**src/rtl/sdram_burst_writer_pkg.sv**
```systemverilog
// sdram_wr_pkg: drain FSM encoding and frame/slot address helpers
package sdram_wr_pkg;
  typedef enum logic [1:0] {IDLE, REQ, DATA, DONE} wr_state_t;
  function automatic int frame_words(int w, int h);
    return w * h;
  endfunction
  function automatic int clog2_min1(int n);
    return n > 1 ? $clog2(n) : 1;
  endfunction
  function automatic int slot_base(int base, int slot, int words);
    return base + slot * words;
  endfunction
endpackage

```
**src/rtl/sdram_burst_writer_if.sv**
```systemverilog
// sdram_burst_writer_if: pixel input and SDRAM write-burst handshake bundle
interface sdram_burst_writer_if #(
  parameter int PIXEL_W = 16,
  parameter int ADDR_W = 24
);
  logic i_pix_valid;
  logic [PIXEL_W-1:0] i_pix;
  logic o_pix_ready;
  logic o_wr_req;
  logic i_wr_ack;
  logic i_wr_next;
  logic [ADDR_W-1:0] o_sdram_addr;
  logic [PIXEL_W-1:0] o_sdram_pixel;
  logic o_bursting;
  modport slave (
    input i_pix_valid, i_pix, i_wr_ack, i_wr_next,
    output o_pix_ready, o_wr_req, o_sdram_addr, o_sdram_pixel, o_bursting
  );
  modport master (
    output i_pix_valid, i_pix, i_wr_ack, i_wr_next,
    input o_pix_ready, o_wr_req, o_sdram_addr, o_sdram_pixel, o_bursting
  );
endinterface

```
**src/rtl/sdram_burst_writer_buf.sv**
```systemverilog
// burst_pingpong_buf: two BURST_LEN-word banks with per-bank full flags
module burst_pingpong_buf #(
  parameter int BURST_LEN = 8,
  parameter int PIXEL_W = 16,
  localparam int PW = $clog2(BURST_LEN)
) (
  input  logic CLK,
  input  logic RST,
  input  logic we,
  input  logic wbank,
  input  logic [PW-1:0] wptr,
  input  logic [PIXEL_W-1:0] wdata,
  input  logic set_full,
  input  logic clr_full,
  input  logic rbank,
  input  logic [PW-1:0] ridx,
  output logic [PIXEL_W-1:0] rdata,
  output logic [1:0] full
);
  logic [PIXEL_W-1:0] mem [2][BURST_LEN];
  assign rdata = mem[rbank][ridx];
  // store pixels; a freed bank is zeroed so a flushed partial burst drains zero padding
  always_ff @(posedge CLK) begin
    for (int b = 0; b < 2; b++)
      for (int i = 0; i < BURST_LEN; i++)
        if (!RST || (clr_full && rbank == b[0])) mem[b][i] <= '0;
    if (RST && we) mem[wbank][wptr] <= wdata;
  end
  // full flags: set by the fill side, cleared when the drain side finishes
  always_ff @(posedge CLK)
    if (!RST) full <= '0;
    else full <= (full | ({1'b0, set_full} << wbank)) & ~({1'b0, clr_full} << rbank);
endmodule

```
**src/rtl/sdram_burst_writer.sv**
```systemverilog
// sdram_burst_writer: ping-pong SDRAM burst writer; SDRAM_WR_FLUSH_EN adds i_flush partial-burst flush
module sdram_burst_writer
  import sdram_wr_pkg::*;
#(
  parameter int FRAME_W = 640,
  parameter int FRAME_H = 480,
  parameter int BURST_LEN = 8,
  parameter int PIXEL_W = 16,
  parameter int ADDR_W = 24,
  parameter int NUM_FRAMES = 2,
  parameter int BASE_ADDR = 0
) (
  input  logic CLK,
  input  logic RST,
`ifdef SDRAM_WR_FLUSH_EN
  input  logic i_flush,
`endif
  sdram_burst_writer_if.slave bus,
  output logic [clog2_min1(NUM_FRAMES)-1:0] o_frame_idx,
  output logic o_frame_done,
  output logic o_busy_wr
);
  localparam int FW = frame_words(FRAME_W, FRAME_H);
  localparam int HW = clog2_min1(FW);
  localparam int SW = clog2_min1(NUM_FRAMES);
  localparam int PW = $clog2(BURST_LEN);
  localparam logic [PW-1:0] LAST = PW'(BURST_LEN - 1);
  wr_state_t state, state_d;
  logic fill_sel, drain_sel, accept, complete, wrap, done;
  logic [PW-1:0] fill_ptr, idx, idx_d;
  logic [HW-1:0] head;
  logic [SW-1:0] slot;
  logic [1:0] full;
  logic [PIXEL_W-1:0] rdata;
  assign bus.o_pix_ready = !full[fill_sel];
  assign accept = bus.i_pix_valid && bus.o_pix_ready;
  assign done = state == DONE;
  assign wrap = (int'(head) + BURST_LEN) == FW;
  assign bus.o_wr_req = state == REQ;
  assign bus.o_bursting = state == DATA;
  assign bus.o_sdram_addr = ADDR_W'(slot_base(BASE_ADDR, int'(slot), FW) + int'(head));
  assign o_frame_idx = slot;
  assign o_frame_done = done && wrap;
`ifdef SDRAM_WR_FLUSH_EN
  logic pend, flush_req;
  assign flush_req = i_flush || pend;
  assign complete = (accept && fill_ptr == LAST) || (flush_req && (accept || fill_ptr != '0));
  // a flush arriving while the fill bank is still occupied waits for it to free
  always_ff @(posedge CLK)
    pend <= RST && flush_req && full[fill_sel];
`else
  assign complete = accept && fill_ptr == LAST;
`endif
  burst_pingpong_buf #(.BURST_LEN(BURST_LEN), .PIXEL_W(PIXEL_W)) u_buf (
    .CLK(CLK), .RST(RST), .we(accept), .wbank(fill_sel), .wptr(fill_ptr), .wdata(bus.i_pix),
    .set_full(complete), .clr_full(done), .rbank(drain_sel), .ridx(idx_d), .rdata(rdata), .full(full)
  );
  // fill side: advance the write pointer, hand the bank over when it completes
  always_ff @(posedge CLK)
    if (!RST) begin
      fill_sel <= 1'b0;
      fill_ptr <= '0;
    end else if (complete) begin
      fill_sel <= !fill_sel;
      fill_ptr <= '0;
    end else if (accept) fill_ptr <= fill_ptr + 1'b1;
  // drain FSM next state and next word index
  always_comb begin
    state_d = IDLE;
    idx_d = '0;
    case (state)
      IDLE: state_d = full[drain_sel] ? REQ : IDLE;
      REQ: state_d = bus.i_wr_ack ? DATA : REQ;
      DATA: begin
        state_d = (bus.i_wr_next && idx == LAST) ? DONE : DATA;
        idx_d = bus.i_wr_next ? idx + 1'b1 : idx;
      end
      default: state_d = IDLE;
    endcase
  end
  // drain registers, frame position and registered word/busy outputs
  always_ff @(posedge CLK)
    if (!RST) begin
      state <= IDLE;
      idx <= '0;
      drain_sel <= 1'b0;
      head <= '0;
      slot <= '0;
      o_busy_wr <= 1'b0;
      bus.o_sdram_pixel <= '0;
    end else begin
      state <= state_d;
      idx <= idx_d;
      o_busy_wr <= |full || state != IDLE;
      bus.o_sdram_pixel <= rdata;
      if (done) begin
        drain_sel <= !drain_sel;
        head <= wrap ? '0 : head + HW'(BURST_LEN);
        if (wrap) slot <= slot == SW'(NUM_FRAMES - 1) ? '0 : slot + 1'b1;
      end
    end
endmodule

```
**src/flat_wrapper.sv**
```systemverilog
// flat-port wrapper written by rule: the top's interface ports become plain ports
module sdram_burst_writer_flat import sdram_wr_pkg::*;
#(
  parameter int FRAME_W = 640,
  parameter int FRAME_H = 480,
  parameter int BURST_LEN = 8,
  parameter int PIXEL_W = 16,
  parameter int ADDR_W = 24,
  parameter int NUM_FRAMES = 2,
  parameter int BASE_ADDR = 0
)
  (CLK, RST, o_frame_idx, o_frame_done, o_busy_wr, bus_i_pix_valid, bus_i_pix, bus_i_wr_ack, bus_i_wr_next, bus_o_pix_ready, bus_o_wr_req, bus_o_sdram_addr, bus_o_sdram_pixel, bus_o_bursting);
  sdram_burst_writer_if #(.PIXEL_W(PIXEL_W), .ADDR_W(ADDR_W)) bus_i ();
  input  logic CLK;
  input  logic RST;
  output logic [clog2_min1(NUM_FRAMES)-1:0] o_frame_idx;
  output logic o_frame_done;
  output logic o_busy_wr;
  input wire logic [$bits(bus_i.i_pix_valid)-1:0] bus_i_pix_valid;
  input wire logic [$bits(bus_i.i_pix)-1:0] bus_i_pix;
  input wire logic [$bits(bus_i.i_wr_ack)-1:0] bus_i_wr_ack;
  input wire logic [$bits(bus_i.i_wr_next)-1:0] bus_i_wr_next;
  output wire logic [$bits(bus_i.o_pix_ready)-1:0] bus_o_pix_ready;
  output wire logic [$bits(bus_i.o_wr_req)-1:0] bus_o_wr_req;
  output wire logic [$bits(bus_i.o_sdram_addr)-1:0] bus_o_sdram_addr;
  output wire logic [$bits(bus_i.o_sdram_pixel)-1:0] bus_o_sdram_pixel;
  output wire logic [$bits(bus_i.o_bursting)-1:0] bus_o_bursting;
  assign bus_i.i_pix_valid = bus_i_pix_valid;
  assign bus_i.i_pix = bus_i_pix;
  assign bus_i.i_wr_ack = bus_i_wr_ack;
  assign bus_i.i_wr_next = bus_i_wr_next;
  assign bus_o_pix_ready = bus_i.o_pix_ready;
  assign bus_o_wr_req = bus_i.o_wr_req;
  assign bus_o_sdram_addr = bus_i.o_sdram_addr;
  assign bus_o_sdram_pixel = bus_i.o_sdram_pixel;
  assign bus_o_bursting = bus_i.o_bursting;
  sdram_burst_writer #(.FRAME_W(FRAME_W), .FRAME_H(FRAME_H), .BURST_LEN(BURST_LEN), .PIXEL_W(PIXEL_W), .ADDR_W(ADDR_W), .NUM_FRAMES(NUM_FRAMES), .BASE_ADDR(BASE_ADDR)) u_core (.CLK(CLK), .RST(RST), .bus(bus_i), .o_frame_idx(o_frame_idx), .o_frame_done(o_frame_done), .o_busy_wr(o_busy_wr));
endmodule
```
**config.mk**
```make
export PLATFORM = sky130hd
export DESIGN_NAME = sdram_burst_writer_flat
export DESIGN_NICKNAME = d
export VERILOG_FILES = /design/src/rtl/sdram_burst_writer_pkg.sv /design/src/rtl/sdram_burst_writer_if.sv /design/src/rtl/sdram_burst_writer_buf.sv /design/src/rtl/sdram_burst_writer.sv /design/src/flat_wrapper.sv
export SDC_FILE = /design/constraint.sdc
export NUM_CORES = 1
export LEC_CHECK = 0
export ABC_AREA = 1
export ABC_CLOCK_PERIOD_IN_PS = 3250
export BUFFER_PORTS_ARGS = -buffer_cell sky130_fd_sc_hd__clkbuf_2
export CORE_MARGIN = 2
export CORE_UTILIZATION = 60
export DETAILED_ROUTE_END_ITERATION = 12
export PLACE_DENSITY = 0.78
export SLEW_MARGIN = 10
export SYNTH_ARGS = -nofsm -noshare
export SYNTH_HDL_FRONTEND = slang
export SYNTH_SLANG_ARGS = --single-unit
export TNS_END_PERCENT = 30
```
**constraint.sdc**
```tcl
create_clock -name CLK -period 3.25 [get_ports CLK]
set_input_delay 0.65 -clock CLK [delete_from_list [all_inputs] [get_ports CLK]]
set_output_delay 0.65 -clock CLK [all_outputs]
set_load 0.02 [all_outputs]
```
==> run_results.csv, run 1 <==
group,metric,value,unit
clocking,htreeDepth,1,
routing,drt_iter0_markers,1322,
timing,finalSetupTns,0,ns
placement,place_congestion,0.915,
routing,drtAntennaViolNets,0,
clocking,root_buffer,"clkbuf_16",
grt,grt_first_pass_wirelength,55800,µm
grt,grt_use_total,29.5,%
synth,synth_fa_ha_area_share,1.12,%
finish,areaGrowthSynthToFinish,11.8,%
clocking,cts_tree,"built",
placement,io_buffers,59,
synth,synth_cells,1502,
die,fp.dieH,157,µm
routing,wire_per_inst,19.1,µm
clocking,cts_hold_buffers,0,
synth,ys_types,40,
worst_setup_path,crit_type,"register to output port",
worst_setup_path,worstPathArrival,2.48,ns
synth,syn_area_per_cell,9.40,µm²
synth,syn-cell-area,14100,µm²
timing,max_slew_margin,43.7,%
die,die-area,24800,µm²
grt,grt_pass1_vias,10400,
finish,fin_nets,1570,
die,start_util,60.7,%
worst_hold_path,hold_class,"input pin to register",
worst_setup_path,end_kind,"output port",
synth,yosys.area_share.simple,23.8,%
finish,utilization,67.8,%
grt,grt_overflow_total,0,
synth,ys_warn_count,0,
routing,vias,10800,
clocking,cts_made_buffers,31,
grt,grt_max_degree,119,
routing,finalWirelength,36000,µm
clocking,cts_buffer_depth,3,
grt,antenna_found_initial,0,
worst_setup_path,cp.required,2.60,ns
timing,tightest_slew,0.843,ns
placement,dp_cells,1823,
timing,hold_viol_final,0,
flow_run,max-cap-violations,0,
power_and_ir_drop,power_density,533,nW/µm²
timing,maxSlewViolCount,0,
synth,synth_compound_area_share,7.83,%
synth,synth_xor_area_share,0.248,%
outcome,outcome,"completed",
finish,diodes,0,
timing,period_needed,3.13,ns
timing,grt_setup_unrepaired,"yes",
die,io_pins,67,
power_and_ir_drop,total_leakage_power,0.00656,µW
routing,drc,0,
routing,drt-pass1-iter-count,6,
timing,fin_crit_sh,96.4,%
synth,synthMuxAreaShare,0,%
placement,hpwl,22000,µm
power_and_ir_drop,power,8410,µW
synth,ys_seq_area_share,61.1,%
die,core_area,23300,µm²
finish,nFillCells,1776,
timing,setup_viol,0,
die,die_w,157,µm
synth,synth-async-reset-ratio,0,%
finish,drive_gt1_share,12.4,%
synth,synth_seq_cells,303,
clocking,clock_sinks,303,
worst_setup_path,startpoint_type,"register",
synth,synth_ff_type,"edfxtp_1",
power_and_ir_drop,peakVddDrop,536,µV
timing,fin_skew,0.0111,ns
synth,synth_edf_count,256,
clocking,clkLatencyLatePin,0.56,ns
finish,finalNonFillerCells,1881,
routing,vias_per_cell,5.76,
synth,synth_top_family_by_area,"simple AND/OR/NAND/NOR gates",
die,rows,56,
clocking,clk_pin_slew_worst_paths,0.06,ns
timing,fmax,319,MHz
worst_setup_path,crit_fanout,7,
## placed cells by master (no fill, tap or decap), types with 4 or more instances in the layout
| cell | n |
|---|---|
| conb_1 | 7 |
| edfxtp_1 | 256 |
| dfxtp_1 | 45 |
| nor2_2 | 6 |
| clkinv_1 | 12 |
| nand2_1 | 386 |
| ha_1 | 10 |
| o21a_1 | 13 |
| clkbuf_16 | 31 |
| o21ai_0 | 35 |
| bufinv_16 | 5 |
| nand3_1 | 89 |
| o211ai_2 | 9 |
| a31oi_1 | 5 |
| clkbuf_1 | 4 |
| buf_4 | 37 |
| inv_1 | 73 |
| o211ai_1 | 40 |
| nand4_1 | 11 |
| clkinv_2 | 8 |
| clkbuf_2 | 59 |
| nor2_1 | 303 |
| a21oi_1 | 66 |
| nand2_2 | 4 |
| nand3_2 | 12 |
| buf_12 | 7 |
## critical path, cell delays in order (launching register included)
cell and delay [ns]:
dfxtp_1 0.46, ha_1 0.22, inv_1 0.06, fa_1 0.42
o31ai_2 0.34, nand2_1 0.11, xnor2_1 0.14, clkbuf_2 0.18
## stage by stage
stage / hold slack [ns] / cell area [µm²] / setup slack [ns]
after detailed placement: 0.512 / 14700 / 0.677
after global placement: 0.499 / 14700 / 0.707
after floorplan: 0.463 / 14100 / 0.599
after CTS: 0.337 / 15800 / 0.0864
after global routing: 0.347 / 15800 / -0.0471
final: 0.345 / 15800 / 0.118
## layout make-up
class,instances,area (µm²),share of cell area (%)
Timing Repair Buffer,103,713,4.52
Clock buffer,35,791,5.01
Sequential cell,303,8630,54.7
Tap cell,319,399,2.53
Multi-Input combinational cell,1019,4710,29.8
Clock inverter,23,241,1.53
Inverter,79,298,1.89
## kinds of logic (layout without fill, tap and decap cells)
logic type | count (synthesis) | count (layout)
DFF | 303 | 303
and+or+nand+nor | 821 | 821
AOI/OAI and AO/OA | 175 | 175
xor gates and xnor gates | 4 | 4
other | 1 | 7
buffers and inverters | 186 | 240
adders and majority gates | 12 | 12
## registers in the layout, indices dropped and copies added (netlist names), 2 cells and up, named ones only
name / cells
u_core.u_buf.mem: 256
u_core.bus.o_sdram_pixel: 16
u_core.head: 16
u_core.fill_ptr: 3
u_core.idx: 3
u_core.state: 2
u_core.u_buf.full: 2
## metal layers
metal / up-vias / part of all wire [%] / GRT usage [%]
li1: 5081 / - / -
met1: 5099 / 39 / 40.1
met2: 574 / 49 / 49.1
met3: 81 / 9.5 / 4.24
met4: 0 / 3.1 / 10.0
met5: - / 0 / 0
## cell usage after synthesis (4+ instances only)
| cell type | number | area (µm²) |
|---|---|---|
| o21a_1 | 13 | 97.6 |
| inv_1 | 73 | 274 |
| buf_6 | 4 | 45.0 |
| nand2_1 | 386 | 1450 |
| ha_1 | 11 | 138 |
| nor2_1 | 304 | 1140 |
| nand4_1 | 11 | 68.8 |
| nand3_2 | 12 | 120 |
| edfxtp_1 | 256 | 7690 |
| nor2_2 | 6 | 37.5 |
| clkinv_1 | 4 | 15.0 |
| dfxtp_1 | 47 | 941 |
| o211ai_2 | 9 | 113 |
| buf_4 | 19 | 143 |
| o211ai_1 | 40 | 300 |
| buf_2 | 19 | 95.1 |
| a21oi_1 | 66 | 330 |
| nand2_2 | 4 | 25.0 |
| buf_1 | 4 | 15.0 |
| o21ai_0 | 35 | 175 |
| a31oi_1 | 5 | 31.3 |
| clkbuf_1 | 61 | 229 |
| nand3_1 | 89 | 445 |
## final timing paths
kind                                         from                                     to  slack [ns]  cells after the start
setup / recovery  u_core.o_frame_idx$_SDFFE_PN0P_                   bus_o_sdram_addr[18]        0.12                      7
hold / removal                       bus_i_wr_ack             u_core.state[1]$_SDFF_PN0_        0.35                      3
setup reg to reg     u_core.fill_sel$_SDFFE_PN0P_  u_core.u_buf.mem[1][39]$_SDFFCE_PN0P_        0.93                      6
hold reg to reg       u_core.head[4]$_SDFFE_PN0P_            u_core.head[4]$_SDFFE_PN0P_        0.50                      2
## timing repair
action / CTS / global route
gates resized for setup: 0 / 5
setup buffers: 0 / 0
endpoints found under the setup margin: 0 / 2
## where the power goes
part | internal, µW | total [µW] | leakage, µW | switching [µW]
combinational | 99.7 | 402 | 0.00302 | 302
clock | 2140 | 3630 | 0.000510 | 1490
sequential | 4350 | 4390 | 0.00303 | 40.1
(Power assumes the default switching activity.)
==> run 2, diff against run 1 <==
--- a/config.mk
+++ b/config.mk
@@ -12,6 +12,7 @@
 export CORE_UTILIZATION = 60
 export DETAILED_ROUTE_END_ITERATION = 12
 export PLACE_DENSITY = 0.78
+export RECOVER_POWER = 100
 export SLEW_MARGIN = 10
 export SYNTH_ARGS = -nofsm -noshare
 export SYNTH_HDL_FRONTEND = slang
==> run 2 against run 1 <==
Global-route usage is the same. Count of clock-buffer cells in the layout unchanged. Die area unchanged. Clock power barely moved. Total power hardly changed. Cell area down 0.33%. Fmax hardly changed. Combinational power fell by 1%. Non-clock buffer count is the same. Clock skew shrank 0.0027 ns. Sequential power about the same. First-iteration DRC count decreased by 1.6%. Critical path type unchanged. Critical endpoint unchanged. Largest cell class unchanged.
==> run_results.csv, run 2 (same netlist as run 1, synthesis figures left out) <==
group,metric,value,unit
worst_setup_path,startpoint_type,"register",
routing,drc,0,
clocking,root_buffer,"clkbuf_16",
timing,period_needed,3.13,ns
clocking,htreeDepth,1,
finish,utilization,67.6,%
worst_setup_path,crit_type,"register to output port",
timing,maxSlewViolCount,0,
clocking,cts_hold_buffers,0,
finish,fin_area,15700,µm²
die,start_util,60.7,%
timing,hold_viol_final,0,
timing,setup_viol,0,
routing,drt-pass1-iter-count,6,
grt,grt_overflow_total,0,
clocking,clk_pin_slew_worst_paths,0.06,ns
grt,grt_first_pass_wirelength,55800,µm
die,die_w,157,µm
clocking,clkLatencyLatePin,0.56,ns
clocking,cts_made_buffers,31,
timing,grt_setup_unrepaired,"yes",
die,core_area,23300,µm²
worst_setup_path,cp_slowest_cell,"dfxtp_1",
routing,vias_per_cell,5.79,
worst_hold_path,hold_class,"input pin to register",
grt,busiest_layer,"met2",
routing,vias,10900,
grt,grt_use_total,29.5,%
finish,diodes,0,
grt,grt_pass1_vias,10400,
worst_setup_path,cp.required,2.60,ns
timing,max_slew_margin,27.5,%
grt,grt_max_degree,119,
worst_setup_path,max_stage_delay,0.46,ns
finish,final_common_cell,"nand2_1",
timing,fin_skew,0.00844,ns
grt,antenna_found_initial,0,
placement,hpwl,22000,µm
finish,final_cell_mix,"nand2_1 (387), nor2_1 (303), edfxtp_1 (256)",
placement,place_congestion,0.915,
die,io_pins,67,
routing,drt_iter0_markers,1301,
routing,drtAntennaViolNets,0,
placement,io_buffers,59,
routing,finalWirelength,36100,µm
finish,reg.largest.list,"u_core.u_buf.mem (256), u_core.bus.o_sdram_pixel (16), u_core.head (16)",
finish,fin_nets,1570,
grt,grt.met1_usage,40.1,%
routing,wire_per_inst,19.2,µm
die,fp.dieH,157,µm
finish,top_register,"u_core.u_buf.mem",
power_and_ir_drop,total_leakage_power,0.00648,µW
placement,place_area,14700,µm²
die,rows,56,
placement,dp_cells,1823,
finish,largest_reg_flops,256,
power_and_ir_drop,power_density,535,nW/µm²
outcome,outcome,"completed",
grt,use_met2,49.1,%
grt,grt_util_met3,4.24,%
timing,fin_crit_sh,96.4,%
clocking,cts_tree,"built",
flow_run,max-cap-violations,0,
finish,areaGrowthSynthToFinish,11.5,%
finish,finalNonFillerCells,1881,
worst_setup_path,crit_chain,"ha_1 > inv_1 > fa_1 > o31ai_2 > nand2_1 > xnor2_1 > clkbuf_2",
timing,tightest_slew,1.09,ns
timing,fmax,319,MHz
die,die-area,24800,µm²
clocking,clock_sinks,303,
power_and_ir_drop,peakVddDrop,534,µV
clocking,cts_buffer_depth,3,
worst_setup_path,end_kind,"output port",
worst_setup_path,worstPathArrival,2.48,ns
worst_setup_path,crit_fanout,7,
finish,drive_gt1_share,10.6,%
run 2: power by group:
group	leakage, µW	switching (µW)	total (µW)	internal, µW
Sequential	0.00303	40.2	4390	4350
Combinational	0.00294	301	396	94.7
Clock	0.000510	1490	3630	2140
Total	0.00648	1830	8410	6580
run 2: layout make-up:
type | count | area (µm²)
Inverter | 79 | 298
Tap cell | 319 | 399
Sequential cell | 303 | 8630
Fill cell | 1794 | 7530
Timing Repair Buffer | 103 | 667
Multi-Input combinational cell | 1019 | 4700
Clock inverter | 23 | 241
Clock buffer | 35 | 791
run 2: layer usage:
| metal | vias up | wire length (µm) |
|---|---|---|
| met3 | 86 | 3540 |
| li1 | 5078 | - |
| met2 | 591 | 17400 |
| met5 | - | 0 |
| met1 | 5136 | 13900 |
| met4 | 0 | 1200 |
run 2: repair_timing:
action                                  CTS  global route
endpoints found under the setup margin    0             2
buffers inserted                          0             0
hold endpoints to repair                  0             0
resized for setup                         0             5
run 2: worst paths after layout:
| check | start | endpoint | slack, ns | cells after the start |
|---|---|---|---|---|
| setup / recovery | u_core.o_frame_idx$_SDFFE_PN0P_ | bus_o_sdram_addr[18] | 0.12 | 7 |
| hold / removal | bus_i_wr_ack | u_core.state[1]$_SDFF_PN0_ | 0.35 | 3 |
| setup reg to reg | u_core.fill_sel$_SDFFE_PN0P_ | u_core.u_buf.mem[1][108]$_SDFFCE_PN0P_ | 0.66 | 5 |
| hold reg to reg | u_core.head[4]$_SDFFE_PN0P_ | u_core.head[4]$_SDFFE_PN0P_ | 0.50 | 2 |
run 2: critical path: cells and delay by family, from the launching register on:
family	cells	cell delay [ns]
AO/OA/AOI/OAI	1	0.34
XOR/XNOR	1	0.14
adder cells (fa/ha/maj)	2	0.64
buffers and inverters	2	0.24
flip-flops	1	0.46
AND/OR/NAND/NOR	1	0.11
run 2: through the flow:
| step | hold slack, ns | TNS (ns) | setup WS, ns | total power [µW] |
|---|---|---|---|---|
| 2_1_floorplan | 0.463 | 0 | 0.599 | 4710 |
| 3_3_place_gp | 0.499 | 0 | 0.707 | 4850 |
| 3_5_place_dp | 0.512 | 0 | 0.677 | 4860 |
| 4_1_cts | 0.337 | 0 | 0.0864 | 8440 |
| 5_1_grt | 0.347 | -0.0508 | -0.0471 | 8640 |
| 6_report | 0.345 | 0 | 0.118 | 8410 |
==> run 3, diff against run 2 <==
--- a/config.mk
+++ b/config.mk
@@ -11,6 +11,7 @@
 export CORE_MARGIN = 2
 export CORE_UTILIZATION = 60
 export DETAILED_ROUTE_END_ITERATION = 12
+export MAX_ROUTING_LAYER = met4
 export PLACE_DENSITY = 0.78
 export RECOVER_POWER = 100
 export SLEW_MARGIN = 10
==> run 3 against run 2 <==
First-iteration DRC count shrank 0.77%. Count of clock-buffer cells in the layout rose by 10. Critical path type is now register to register. Highest routed layer unchanged. The run now ends with max-capacitance violations, max-slew violations left. Combinational power is 2% higher.
==> run_results.csv, run 3 (same netlist as run 1, synthesis figures left out) <==
group,metric,value,unit
outcome,outcome,"complete, but fails checks",
die,fp.dieH,157,µm
power_and_ir_drop,power_density,528,nW/µm²
worst_hold_path,whs_endpoint,"u_core.state[1]$_SDFF_PN0_",
clocking,cts_made_buffers,31,
finish,reg.largest.list,"u_core.u_buf.mem (256), u_core.bus.o_sdram_pixel (16), u_core.head (16)",
finish,final_cell_mix,"nand2_1 (387), nor2_1 (303), edfxtp_1 (256)",
worst_setup_path,crit_type,"register to register",
finish,largest_reg_flops,256,
worst_setup_path,startpoint_type,"register",
clocking,root_buffer,"clkbuf_16",
clocking,post_cts.repair.setup_buffers,0,
finish,diodes,0,
placement,place_congestion,0.888,
timing,tightest_slew,1.58,ns
timing,hold_viol_final,0,
timing,hold_ws,0.324,ns
die,start_util,60.7,%
die,die_w,157,µm
timing,fin_skew,0.00950,ns
finish,fin_area,15700,µm²
worst_setup_path,crit_fanout,16,
routing,drtAntennaViolNets,0,
grt,grt_first_pass_wirelength,55800,µm
worst_setup_path,reg2reg_slack,0.14,ns
clocking,clkLatencyLatePin,0.57,ns
die,io_pins,67,
worst_hold_path,holdPathStages,3,
timing,period_needed,3.11,ns
worst_hold_path,hold_start,"bus_i_wr_ack",
clocking,htreeDepth,1,
worst_setup_path,worstPathArrival,3.30,ns
timing,maxSlewViolCount,22,
die,rows,56,
finish,drive_gt1_share,12.4,%
routing,vias_per_cell,5.75,
grt,grt_use_total,30.5,%
power_and_ir_drop,peakVddDrop,493,µV
die,core_area,23300,µm²
routing,drt-pass1-iter-count,7,
worst_setup_path,end_kind,"register",
placement,io_buffers,59,
die,die-area,24800,µm²
grt,antenna_found_initial,0,
placement,hpwl,22500,µm
routing,vias,10800,
grt,grt_overflow_total,0,
worst_setup_path,ff2ff_path_depth,6,
timing,fin_crit_sh,95.6,%
grt,grt_max_degree,73,
grt,grt_pass1_vias,10200,
timing,fmax,322,MHz
routing,wire_per_inst,19.3,µm
finish,areaGrowthSynthToFinish,11.3,%
timing,setup_viol,0,
clocking,cts_buffer_depth,3,
finish,top_register,"u_core.u_buf.mem",
routing,drt_iter0_markers,1291,
worst_setup_path,cp.required,3.44,ns
routing,drc,0,
clocking,clk_pin_slew_worst_paths,0.06,ns
placement,place_area,14700,µm²
flow_run,max-cap-violations,1,
finish,final_common_cell,"nand2_1",
finish,fin_nets,1574,
timing,max_slew_margin,-6.27,%
worst_setup_path,reg2reg_from,"u_core.fill_sel$_SDFFE_PN0P_",
routing,finalWirelength,36400,µm
worst_hold_path,hold_class,"input pin to register",
clocking,clock_sinks,303,
clocking,cts_tree,"built",
power_and_ir_drop,total_leakage_power,0.00654,µW
worst_setup_path,timing.rr.end,"u_core.u_buf.mem[1][46]$_SDFFCE_PN0P_",
outcome,violations,"max-capacitance violations, max-slew violations",
run 3: how the worst max path moves through the flow:
stage                                    start                                     to  slack, ns  cells after the start
6_report          u_core.fill_sel$_SDFFE_PN0P_  u_core.u_buf.mem[1][46]$_SDFFCE_PN0P_       0.14                      6
3_5_place_dp   u_core.o_frame_idx$_SDFFE_PN0P_                   bus_o_sdram_addr[18]       0.67                      7
5_1_grt            u_core.head[4]$_SDFFE_PN0P_                           o_frame_done     -0.006                     12
3_3_place_gp   u_core.o_frame_idx$_SDFFE_PN0P_                   bus_o_sdram_addr[18]       0.70                      7
4_1_cts        u_core.o_frame_idx$_SDFFE_PN0P_                   bus_o_sdram_addr[18]       0.07                      7
2_1_floorplan  u_core.o_frame_idx$_SDFFE_PN0P_                   bus_o_sdram_addr[18]       0.60                      6
run 3: per-stage QoR:
stage | setup TNS, ns | worst slack, ns | cells | total power (µW) | utilization [%]
after floorplan | 0 | 0.599 | 1508 | 4710 | -
after global placement | 0 | 0.696 | 1827 | 4850 | 63.3
after detailed placement | 0 | 0.667 | 1827 | 4870 | 63.3
after CTS | 0 | 0.0696 | 1885 | 8300 | 67.6
after global routing | -0.00595 | -0.00595 | 1885 | 8500 | 67.6
final | 0 | 0.143 | 1885 | 8300 | 67.6
run 3: cell type report:
type	count	area [µm²]
clock inverters	13	124
fillers	1817	7550
well taps	319	399
clock buffers	45	878
inverters	79	298
flip-flops and latches	303	8630
repair buffers	107	698
multi-input cells	1019	4680
run 3: what timing repair did:
| item | 4_1_cts | 5_1_grt |
|---|---|---|
| endpoints found under the hold margin | 0 | 0 |
| hold buffers | 0 | 0 |
| endpoints found under the setup margin | 0 | 2 |
| gates resized for setup | 0 | 4 |
run 3: where the power goes:
part / switching (µW) / internal [µW]
sequential: 42.4 / 4350
combinational: 305 / 98.4
clock: 1480 / 2030
run 3: critical path, stage by stage, from the launching register on:
cell	delay, ns
dfxtp_1	0.31
clkbuf_1	0.32
o21ai_0	0.43
nand2_1	0.34
nor3_2	0.51
nand3_2	0.14
nand2_1	0.67
run 3: per-layer routing:
metal / GRT usage (%) / wire [µm] / vias up / part of all wire (%)
li1: - / - / 5080 / -
met1: 41.1 / 14600 / 5126 / 40
met2: 48.8 / 17600 / 537 / 48
met3: 3.85 / 3060 / 96 / 8.4
met4: 9.96 / 1060 / 0 / 2.9
met5: - / 0 / - / 0
